==> config.mk <==
export PLATFORM = sky130hd
export DESIGN_NAME = renode_ahb_arbiter
export DESIGN_NICKNAME = d
export VERILOG_FILES = /design/src/rtl/renode_ahb_pkg.sv /design/src/rtl/renode_rr_arbiter.sv /design/src/rtl/renode_ahb_arbiter.sv
export SDC_FILE = /design/constraint.sdc
export NUM_CORES = 1
export LEC_CHECK = 0
export CAP_MARGIN = 30
export CORE_MARGIN = 2
export CORE_UTILIZATION = 25
export DETAILED_ROUTE_END_ITERATION = 12
export PLACE_DENSITY = 0.54
export SYNTH_ARGS = -nofsm -noshare
export SYNTH_HDL_FRONTEND = slang
export SYNTH_SLANG_ARGS = --single-unit
==> constraint.sdc <==
create_clock -name hclk -period 2.3 [get_ports hclk]
set_input_delay 0.23 -clock hclk [delete_from_list [all_inputs] [get_ports hclk]]
set_output_delay 0.23 -clock hclk [all_outputs]
set_load 0.02 [all_outputs]
==> src/rtl/renode_ahb_pkg.sv <==
// Shared AHB-Lite types and helpers for the Renode AHB arbiter.
// Contents: AHB transfer/burst/response encodings, arbiter FSM states,
// strobe and alignment helpers (valid for bus widths up to 64 bits).
package renode_ahb_pkg;

  typedef enum logic [1:0] {
    TRANS_IDLE   = 2'b00,
    TRANS_NONSEQ = 2'b10
  } transfer_type_e;

  typedef enum logic [2:0] {
    BURST_SINGLE = 3'b000
  } burst_type_e;

  typedef enum logic {
    RESP_OKAY  = 1'b0,
    RESP_ERROR = 1'b1
  } response_t;

  typedef enum logic [1:0] {
    ARB_IDLE,
    ARB_ADDR,
    ARB_DATA,
    ARB_REJECT
  } arb_state_e;

  localparam int unsigned MAX_STRB_W = 8;

  // Byte lanes touched by a transfer of 2**size bytes at the given byte offset.
  function automatic logic [MAX_STRB_W-1:0] size_to_strobe(input logic [2:0] size,
                                                            input logic [2:0] offset);
    logic [15:0] ones;
    ones = (16'd1 << (5'd1 << size[1:0])) - 16'd1;
    return MAX_STRB_W'(ones << offset);
  endfunction

  // True when the low address bits are a multiple of 2**size (size <= 3).
  function automatic logic is_aligned(input logic [2:0] size, input logic [2:0] addr_lo);
    logic [3:0] mask;
    mask = (4'd1 << size[1:0]) - 4'd1;
    return ((mask & {1'b0, addr_lo}) == 4'd0);
  endfunction

endpackage

==> src/rtl/renode_rr_arbiter.sv <==
// Combinational round-robin picker.
// Ports: req (pending requests), ptr (highest-priority index),
//        grant (one-hot), grant_idx (binary index of grant), any (some request pending).
module renode_rr_arbiter #(
  parameter int unsigned N     = 2,
  parameter int unsigned IDX_W = (N > 1) ? $clog2(N) : 1
) (
  input  logic [N-1:0]     req,
  input  logic [IDX_W-1:0] ptr,
  output logic [N-1:0]     grant,
  output logic [IDX_W-1:0] grant_idx,
  output logic             any
);

  // Scan N positions starting at ptr, wrapping; first pending request wins.
  always_comb begin
    grant     = '0;
    grant_idx = '0;
    any       = 1'b0;
    for (int unsigned k = 0; k < N; k++) begin
      if (!any && req[(32'(ptr) + k) % N]) begin
        any       = 1'b1;
        grant_idx = IDX_W'((32'(ptr) + k) % N);
        grant     = N'(1) << ((32'(ptr) + k) % N);
      end
    end
  end

endmodule

==> src/rtl/renode_ahb_arbiter.sv <==
// Shares one AHB-Lite manager port between NUM_REQ request/response clients.
// One single transfer in flight, round-robin grant, local reject of bad size/alignment.
// Ports:
//   hclk/hreset                     clock, synchronous active-high reset
//   req_valid/ready/addr/write/size/wdata   per-client request channel (packed)
//   resp_valid/rdata/error          response pulse to the owning client
//   haddr/htrans/hwrite/hsize/hburst/hwstrb/hwdata   AHB manager outputs
//   hrdata/hready/hresp             AHB subordinate inputs
//   stall_flag                      sticky: a phase waited STALL_LIMIT cycles
module renode_ahb_arbiter
  import renode_ahb_pkg::*;
#(
  parameter int unsigned NUM_REQ     = 2,
  parameter int unsigned ADDR_W      = 32,
  parameter int unsigned DATA_W      = 32,
  parameter int unsigned STALL_LIMIT = 256
) (
  input  logic                    hclk,
  input  logic                    hreset,
  input  logic [NUM_REQ-1:0]      req_valid,
  output logic [NUM_REQ-1:0]      req_ready,
  input  logic [NUM_REQ*ADDR_W-1:0] req_addr,
  input  logic [NUM_REQ-1:0]      req_write,
  input  logic [NUM_REQ*3-1:0]    req_size,
  input  logic [NUM_REQ*DATA_W-1:0] req_wdata,
  output logic [NUM_REQ-1:0]      resp_valid,
  output logic [DATA_W-1:0]       resp_rdata,
  output logic                    resp_error,
  output logic [ADDR_W-1:0]       haddr,
  output logic [1:0]              htrans,
  output logic                    hwrite,
  output logic [2:0]              hsize,
  output logic [2:0]              hburst,
  output logic [DATA_W/8-1:0]     hwstrb,
  output logic [DATA_W-1:0]       hwdata,
  input  logic [DATA_W-1:0]       hrdata,
  input  logic                    hready,
  input  logic                    hresp,
  output logic                    stall_flag
);

  localparam int unsigned STRB_W = DATA_W / 8;
  localparam int unsigned OFF_W  = $clog2(STRB_W);
  localparam int unsigned IDX_W  = (NUM_REQ > 1) ? $clog2(NUM_REQ) : 1;
  localparam int unsigned CNT_W  = $clog2(STALL_LIMIT + 1);

  arb_state_e          state_q, state_d;
  logic [IDX_W-1:0]    ptr_q, ptr_d;
  logic [IDX_W-1:0]    owner_q, owner_d;
  logic [ADDR_W-1:0]   haddr_q, haddr_d;
  logic                hwrite_q, hwrite_d;
  logic [2:0]          hsize_q, hsize_d;
  logic [STRB_W-1:0]   hwstrb_q, hwstrb_d;
  logic [DATA_W-1:0]   wdata_q, wdata_d;
  logic [DATA_W-1:0]   hwdata_q, hwdata_d;
  transfer_type_e      htrans_q, htrans_d;
  logic [NUM_REQ-1:0]  resp_valid_q, resp_valid_d;
  logic [DATA_W-1:0]   resp_rdata_q, resp_rdata_d;
  logic                resp_error_q, resp_error_d;
  logic [CNT_W-1:0]    stall_cnt_q, stall_cnt_d;
  logic                stall_flag_q, stall_flag_d;
  logic [NUM_REQ-1:0]  req_ready_c;

  logic [NUM_REQ-1:0]  arb_grant;
  logic [IDX_W-1:0]    arb_idx;
  logic                arb_any;

  logic [ADDR_W-1:0]   sel_addr;
  logic [2:0]          sel_size;
  logic                sel_write;
  logic [DATA_W-1:0]   sel_wdata;
  logic                sel_ok;

  renode_rr_arbiter #(
    .N     (NUM_REQ),
    .IDX_W (IDX_W)
  ) u_rr (
    .req       (req_valid),
    .ptr       (ptr_q),
    .grant     (arb_grant),
    .grant_idx (arb_idx),
    .any       (arb_any)
  );

  // Fields of the requester the arbiter currently points at.
  assign sel_addr  = req_addr[32'(arb_idx)*ADDR_W +: ADDR_W];
  assign sel_size  = req_size[32'(arb_idx)*3 +: 3];
  assign sel_write = req_write[arb_idx];
  assign sel_wdata = req_wdata[32'(arb_idx)*DATA_W +: DATA_W];
  assign sel_ok    = (sel_size <= 3'(OFF_W)) && is_aligned(sel_size, sel_addr[2:0]);

  // Next-state and registered-output logic.
  always_comb begin
    state_d      = state_q;
    ptr_d        = ptr_q;
    owner_d      = owner_q;
    haddr_d      = haddr_q;
    hwrite_d     = hwrite_q;
    hsize_d      = hsize_q;
    hwstrb_d     = hwstrb_q;
    wdata_d      = wdata_q;
    hwdata_d     = hwdata_q;
    htrans_d     = htrans_q;
    resp_valid_d = '0;
    resp_rdata_d = '0;
    resp_error_d = 1'b0;
    stall_cnt_d  = '0;
    stall_flag_d = stall_flag_q;
    req_ready_c  = '0;

    case (state_q)
      ARB_IDLE: begin
        if (arb_any && !hreset) begin
          req_ready_c = arb_grant;
          owner_d     = arb_idx;
          ptr_d       = (32'(arb_idx) == NUM_REQ - 1) ? '0 : arb_idx + IDX_W'(1);
          wdata_d     = sel_wdata;
          hwrite_d    = sel_write;
          if (sel_ok) begin
            haddr_d  = sel_addr;
            hsize_d  = sel_size;
            hwstrb_d = STRB_W'(size_to_strobe(sel_size, 3'(sel_addr[OFF_W-1:0])));
            htrans_d = TRANS_NONSEQ;
            state_d  = ARB_ADDR;
          end else begin
            state_d  = ARB_REJECT;
          end
        end
      end

      ARB_REJECT: begin
        resp_valid_d = NUM_REQ'(1) << owner_q;
        resp_error_d = 1'b1;
        state_d      = ARB_IDLE;
      end

      ARB_ADDR: begin
        if (hready) begin
          htrans_d = TRANS_IDLE;
          hwdata_d = hwrite_q ? wdata_q : '0;
          state_d  = ARB_DATA;
        end
      end

      ARB_DATA: begin
        if (hready) begin
          resp_valid_d = NUM_REQ'(1) << owner_q;
          resp_error_d = (hresp == RESP_ERROR);
          resp_rdata_d = (!hwrite_q && (hresp == RESP_OKAY)) ? hrdata : '0;
          hwdata_d     = '0;
          state_d      = ARB_IDLE;
        end
      end

      default: state_d = ARB_IDLE;
    endcase

    // Wait-state watchdog: consecutive hready-low cycles within one phase.
    if ((state_q == ARB_ADDR || state_q == ARB_DATA) && !hready) begin
      stall_cnt_d = (stall_cnt_q == CNT_W'(STALL_LIMIT)) ? stall_cnt_q
                                                         : stall_cnt_q + CNT_W'(1);
      if (stall_cnt_d == CNT_W'(STALL_LIMIT)) begin
        stall_flag_d = 1'b1;
      end
    end
  end

  // State and output registers.
  always_ff @(posedge hclk) begin
    if (hreset) begin
      state_q      <= ARB_IDLE;
      ptr_q        <= '0;
      owner_q      <= '0;
      haddr_q      <= '0;
      hwrite_q     <= 1'b0;
      hsize_q      <= '0;
      hwstrb_q     <= '0;
      wdata_q      <= '0;
      hwdata_q     <= '0;
      htrans_q     <= TRANS_IDLE;
      resp_valid_q <= '0;
      resp_rdata_q <= '0;
      resp_error_q <= 1'b0;
      stall_cnt_q  <= '0;
      stall_flag_q <= 1'b0;
    end else begin
      state_q      <= state_d;
      ptr_q        <= ptr_d;
      owner_q      <= owner_d;
      haddr_q      <= haddr_d;
      hwrite_q     <= hwrite_d;
      hsize_q      <= hsize_d;
      hwstrb_q     <= hwstrb_d;
      wdata_q      <= wdata_d;
      hwdata_q     <= hwdata_d;
      htrans_q     <= htrans_d;
      resp_valid_q <= resp_valid_d;
      resp_rdata_q <= resp_rdata_d;
      resp_error_q <= resp_error_d;
      stall_cnt_q  <= stall_cnt_d;
      stall_flag_q <= stall_flag_d;
    end
  end

  // req_ready is the same-cycle accept strobe of the request handshake.
  assign req_ready  = req_ready_c;
  assign resp_valid = resp_valid_q;
  assign resp_rdata = resp_rdata_q;
  assign resp_error = resp_error_q;
  assign haddr      = haddr_q;
  assign htrans     = htrans_q;
  assign hwrite     = hwrite_q;
  assign hsize      = hsize_q;
  assign hburst     = BURST_SINGLE;
  assign hwstrb     = hwstrb_q;
  assign hwdata     = hwdata_q;
  assign stall_flag = stall_flag_q;

endmodule

==> reports/metrics.cfg, run 1 <==
[floorplanning]
core-area_um2 = 25000
dieArea_um2 = 26600
die_height_um = 163
row_count = 58
die_w_um = 163
start_util_pct = 25.3
ios = 289

[clock_network]
cts-root-buf = clkbuf_16
clock_latency_ps = 430
cts_tree = built
post_cts_buffers = 0
holdBufCountCts = 0
clockBufferDepth = 2
clock_sinks = 154
h-tree-depth = 4
clkTransAtPathRegs_ps = 70
cts_buffers = 17

[timing]
tns_ps = 0
hold_viol = 0
setup_violations = 0
slew_headroom_pct = 45.9
period_minus_slack_ps = 2110
fin_crit_sh_pct = 91.6
slew_viol_final = 0
rsz0062_at_grt = false
fmax_ghz = 0.475
tightest_slew_ps = 812
worst_clock_skew_ps = 15.0

[power_and_ir_drop]
peakVddDrop_mv = 0.370
p_leak_nw = 3.71
p_per_area_nw_per_um2 = 809

[logic_synthesis]
yosysSeqAreaShare_pct = 48.7
synth.top_cell.area_share_pct = 48.7
ys_warn_count = 0
synthFlopType = dfxtp_1
synth.avg_cell_area_um2 = 8.86
synth_edf_count = 0
ys_types = 43
yosysTopAreaCell = dfxtp_1
async_reset_ff_share_pct = 0
synth_area_um2 = 6330
synthCells = 715
synth.area.top_cells = dfxtp_1 49%, nand2_1 6.3%, a21oi_1 6.3%, mux2i_1 5.7%, a311oi_1 4.7%
ys_seq_elements = 154

[layout]
fill_cells = 2500
final_cell_mix = 281 x clkdlybuf4s50_1, 154 x dfxtp_1, 106 x nand2_1
finalInstanceArea_um2 = 10200
n_antenna_cell = 0
fin_nets = 1166
syn2layout_area_growth_pct = 61.6
layout-drive-gt1-share_pct = 8.22
final_common_cell = clkdlybuf4s50_1

[detailed_routing]
ant_nets = 0
dr.pass1.iters = 4
via_per_inst = 4.51
routed-via-count = 5989
drc = 0
wl_um = 21300
drt_iter0_drc = 262
wl_per_cell_um = 16.1

[setup_path]
end_kind = output pin
crit_type = register to output pin
critPathRequiredTime_ps = 2070
cp.arrival_ps = 1880
rrSetupSlack_ps = 430
crit_fanout = 4
crit_path_start_kind = register

[placed_design]
hpwlAfterDp_um = 15000
io_buffers = 284
place_area_um2 = 9600
gp_congestion = 0.732

[global_routing]
grt_pass1_vias = 5864
grt_usage_pct = 15.8
overflow = 0
grt_start_max_net_pins = 88
grt_pass1_wl_um = 32700
antenna_found_initial = 0

[min_path]
hold_class = input pin to register

[job]
drv_cap = 0

[outcome]
outcome = complete, no violations

[synthesized netlist by cell type (all sizes together) (3+ instances only)]
cell type	number
dfxtp	154
nand2	107
a21oi	80
nor2	55
a211oi	40
clkbuf	40
nand3	40
mux2i	36
a311oi	34
and2	33
buf	22
o21ai	13
inv	10
ha	7
nor2b	5
nor3	5
xnor2	5
a31oi	3
nand2b	3
nor3b	3
[cell type report]
class                      count  area (um2)  share of cell area (%)
tap                          330         413                    4.03
timing repair buffer         310        3100                    30.3
sequential                   154        3080                    30.1
clock buffer                  18         439                    4.29
inverter                      10        37.5                   0.367
multi-input combinational    492        2960                    28.9
clock inverter                14         203                    1.98
[routing by layer]
metal  up-vias  part of all wire, %  GRT usage [%]
li1       3034                    -              -
met1      2726                   44           19.6
met2       211                   47           25.8
met3        18                  8.6           6.15
met4         0                 0.97           3.90
met5         -                    0              0
[repair_timing]
item                       CTS  global route
gates resized for setup      3             3
setup endpoints to repair    2             2
pin swaps                    0             0
[cells by family (layout without fill, tap and decap cells)]
kind of cell               Yosys count  in the layout  share of synthesized area [%]
buffers and inverters               72            352                           5.33
muxes                               36             36                           5.69
adders and majority gates            7              7                           1.38
other                                1              4                         0.0592
and+or+nand+nor                    261            261                           18.8
xor gates and xnor gates             7              7                          0.968
AOI/OAI and AO/OA                  177            177                           19.1
DFF                                154            154                           48.7
[worst paths after layout]
path,from,endpoint,cells past startpoint
worst max-delay path,state_q[0]$_SDFFE_PP0P_,req_ready[1],6
worst max register to register,state_q[0]$_SDFFE_PP0P_,hwdata[2]$_SDFFE_PP0P_,6
worst min-delay path,hrdata[12],resp_rdata[12]$_SDFF_PP0_,2
worst min register to register,hwdata[30]$_SDFFE_PP0P_,hwdata[30]$_SDFFE_PP0P_,2
[critical path, cell delays in order, from the launching register on]
cell,delay [ps]
dfxtp_1,340
inv_1,110
ha_1,220
inv_1,90
or2_2,330
nor2_1,150
clkbuf_2,210
[registers in the layout, indices dropped and copies added, names as in the netlist]
name	count
hwrite	1
stall_cnt_q	9
resp_error	1
htrans	1
wdata_q	32
hwdata	32
resp_rdata	32
hsize	3
owner_q	1
stall_flag	1
haddr	32
resp_valid	2
ptr_q	1
hwstrb	4
state_q	2
[power breakdown]
part,total (W),switching (W),internal (W)
Sequential,0.00307,0.000148,0.00292
Combinational,0.00216,0.00121,0.000950
Clock,0.00304,0.00126,0.00178
Total,0.00828,0.00262,0.00566
[per-stage QoR]
step                setup slack [ps]  total power, W  std cells  utilization, %  hold slack [ps]
finish                           194         0.00828       1328            40.9              350
global route                    42.4         0.00873       1328            40.9              340
CTS                             10.2         0.00842       1328            40.9              334
detailed placement              65.2         0.00532       1296            38.4              443
global placement                 124         0.00532       1296            38.4              437
floorplan                        625         0.00432        718               -              352
Note: power is estimated with default switching activity, not from simulation.
==> run 2, diff against run 1 <==
--- a/config.mk
+++ b/config.mk
@@ -9,7 +9,9 @@
 export CORE_MARGIN = 2
 export CORE_UTILIZATION = 25
 export DETAILED_ROUTE_END_ITERATION = 12
+export GPL_ROUTABILITY_DRIVEN = 0
 export PLACE_DENSITY = 0.54
+export REMOVE_ABC_BUFFERS = 1
 export SYNTH_ARGS = -nofsm -noshare
 export SYNTH_HDL_FRONTEND = slang
 export SYNTH_SLANG_ARGS = --single-unit
==> run 2 against run 1 <==
  * Core utilization is 0.11 points lower
  * Largest cell class unchanged
  * Routed wire length is 2.1% higher
  * Power is 2.3% lower
  * Worst hold slack better by 8.4 ps
  * Sequential share of layout area is 0.085 points higher
  * Count of clock-buffer cells in the layout is 1 higher
  * Non-clock buffer count is 1 lower
  * Die area stayed put
  * Flip-flop and latch count stayed put
  * Clock skew is 3.9 ps lower
==> reports/metrics.cfg, run 2 (same netlist as run 1, synthesis figures left out) <==
[setup_path]
end_kind = output pin
crit_top_cell = inv_1
crit_path_start_kind = register
crit_chain = inv_1 -> ha_1 -> inv_1 -> or2_2 -> nor2_1 -> clkdlybuf4s15_1
rrSetupSlack_ps = 420  ; about the same
crit_type = register to output pin
cp_slowest_cell = dfxtp_1
crit_fanout = 4  ; unchanged
cp_top_family = buffers and inverters
crit_buf_inv = 3  ; unchanged
critPathRequiredTime_ps = 2070  ; about the same
cp.arrival_ps = 1960  ; +80 ps
cpPeakStageDelay_ps = 350  ; about the same

[global_routing]
grt_start_max_net_pins = 113  ; +28%
grt_usage_pct = 16.1  ; +0.26 points
antenna_found_initial = 0  ; unchanged
grt_pass1_vias = 5808  ; -0.95%
overflow = 0  ; unchanged
grt_pass1_wl_um = 32800  ; +0.32%

[clock_network]
cts_tree = built
cts_buffers = 17  ; unchanged
clock_sinks = 154  ; unchanged
post_cts_buffers = 0  ; unchanged
clockBufferDepth = 2  ; unchanged
clock_latency_ps = 420  ; about the same
holdBufCountCts = 0  ; unchanged
cts-root-buf = clkbuf_16
h-tree-depth = 4  ; unchanged
clkTransAtPathRegs_ps = 70  ; about the same

[detailed_routing]
via_per_inst = 4.50  ; -0.33%
wl_um = 21800  ; +2.1%
drc = 0  ; unchanged
wl_per_cell_um = 16.4  ; +2.2%
routed-via-count = 5965  ; -0.40%
dr.pass1.iters = 4  ; unchanged
drt_iter0_drc = 274  ; +4.6%
ant_nets = 0  ; unchanged

[floorplanning]
die_w_um = 163  ; unchanged
die_height_um = 163  ; unchanged
row_count = 58  ; unchanged
start_util_pct = 25.3  ; unchanged
core-area_um2 = 25000  ; unchanged
dieArea_um2 = 26600  ; unchanged
ios = 289  ; unchanged

[placed_design]
hpwlAfterDp_um = 15100  ; +0.78%
io_buffers = 284  ; unchanged

[timing]
tightest_slew_ps = 580  ; -232 ps
hold-worst-slack_ps = 359  ; +8.43 ps
setup_violations = 0  ; unchanged
worst_clock_skew_ps = 11.2  ; -3.87 ps
hold_viol = 0  ; unchanged
fmax_ghz = 0.457  ; -3.7%
slew_viol_final = 0  ; unchanged
rsz0062_at_grt = false
period_minus_slack_ps = 2190  ; +81.9 ps
fin_crit_sh_pct = 95.1  ; +3.6 points
tns_ps = 0  ; unchanged
slew_headroom_pct = 61.3  ; +15 points

[layout]
final_common_cell = clkdlybuf4s50_1
final_util_pct = 40.8  ; -0.11 points
fin_nets = 1165  ; -0.086%
layout-drive-gt1-share_pct = 7.82  ; -0.39 points
n_antenna_cell = 0  ; unchanged
syn2layout_area_growth_pct = 61.2
final_cell_mix = 281 x clkdlybuf4s50_1, 154 x dfxtp_1, 106 x nand2_1

[job]
drv_cap = 0  ; unchanged

[power_and_ir_drop]
peakVddDrop_mv = 0.392  ; +6.1%
p_leak_nw = 3.67  ; -0.88%
p_per_area_nw_per_um2 = 792  ; -2.0%

[min_path]
hold_class = input pin to register

[outcome]
outcome = complete, no violations

-- run 2: area by class of cell --
| cell class | count | area, um2 |
|---|---|---|
| Clock buffer | 19 | 433 |
| Timing Repair Buffer | 309 | 3120 |
| Clock inverter | 13 | 158 |
| Fill cell | 2566 | 14800 |
| Sequential cell | 154 | 3080 |
| Inverter | 10 | 37.5 |
| Tap cell | 330 | 413 |
| Multi-Input combinational cell | 492 | 2960 |
-- run 2: where the power goes --
part	internal, W	total (W)	leakage [nW]	switching [W]
Combinational	0.000954	0.00216	2.14	0.00121
Clock	0.00163	0.00286	0.279	0.00122
Sequential	0.00292	0.00307	1.25	0.000145
Total	0.00551	0.00809	3.67	0.00258
-- run 2: timing repair --
| item | 4_1_cts | 5_1_grt |
|---|---|---|
| endpoints found under the setup margin | 2 | 2 |
| resized for setup | 2 | 3 |
| pin swaps | 0 | 0 |
-- run 2: per-stage QoR --
stage	cells	total power, W	setup slack (ps)	cell area [um2]
3_5_place_dp	1295	0.00532	130	9620
2_1_floorplan	656	0.00424	-2170	6040
3_3_place_gp	1295	0.00531	138	9620
4_1_cts	1327	0.00823	13.0	10200
5_1_grt	1327	0.00856	19.8	10200
6_report	1327	0.00809	112	10200
-- run 2: routing by layer --
metal	global-route usage, %	wire length (um)	vias up
li1	-	-	3031
met5	0	0	-
met4	4.02	195	0
met3	6.09	1920	13
met1	19.2	9450	2706
met2	27.2	10200	215
-- run 2: final timing paths --
kind / cells after the start / from / to
setup reg to reg: 8 / state_q[0]$_SDFFE_PP0P_ / haddr[30]$_SDFFE_PP0P_
hold / removal: 2 / hrdata[22] / resp_rdata[22]$_SDFF_PP0_
hold reg to reg: 2 / hwdata[26]$_SDFFE_PP0P_ / hwdata[26]$_SDFFE_PP0P_
setup / recovery: 6 / state_q[0]$_SDFFE_PP0P_ / req_ready[0]
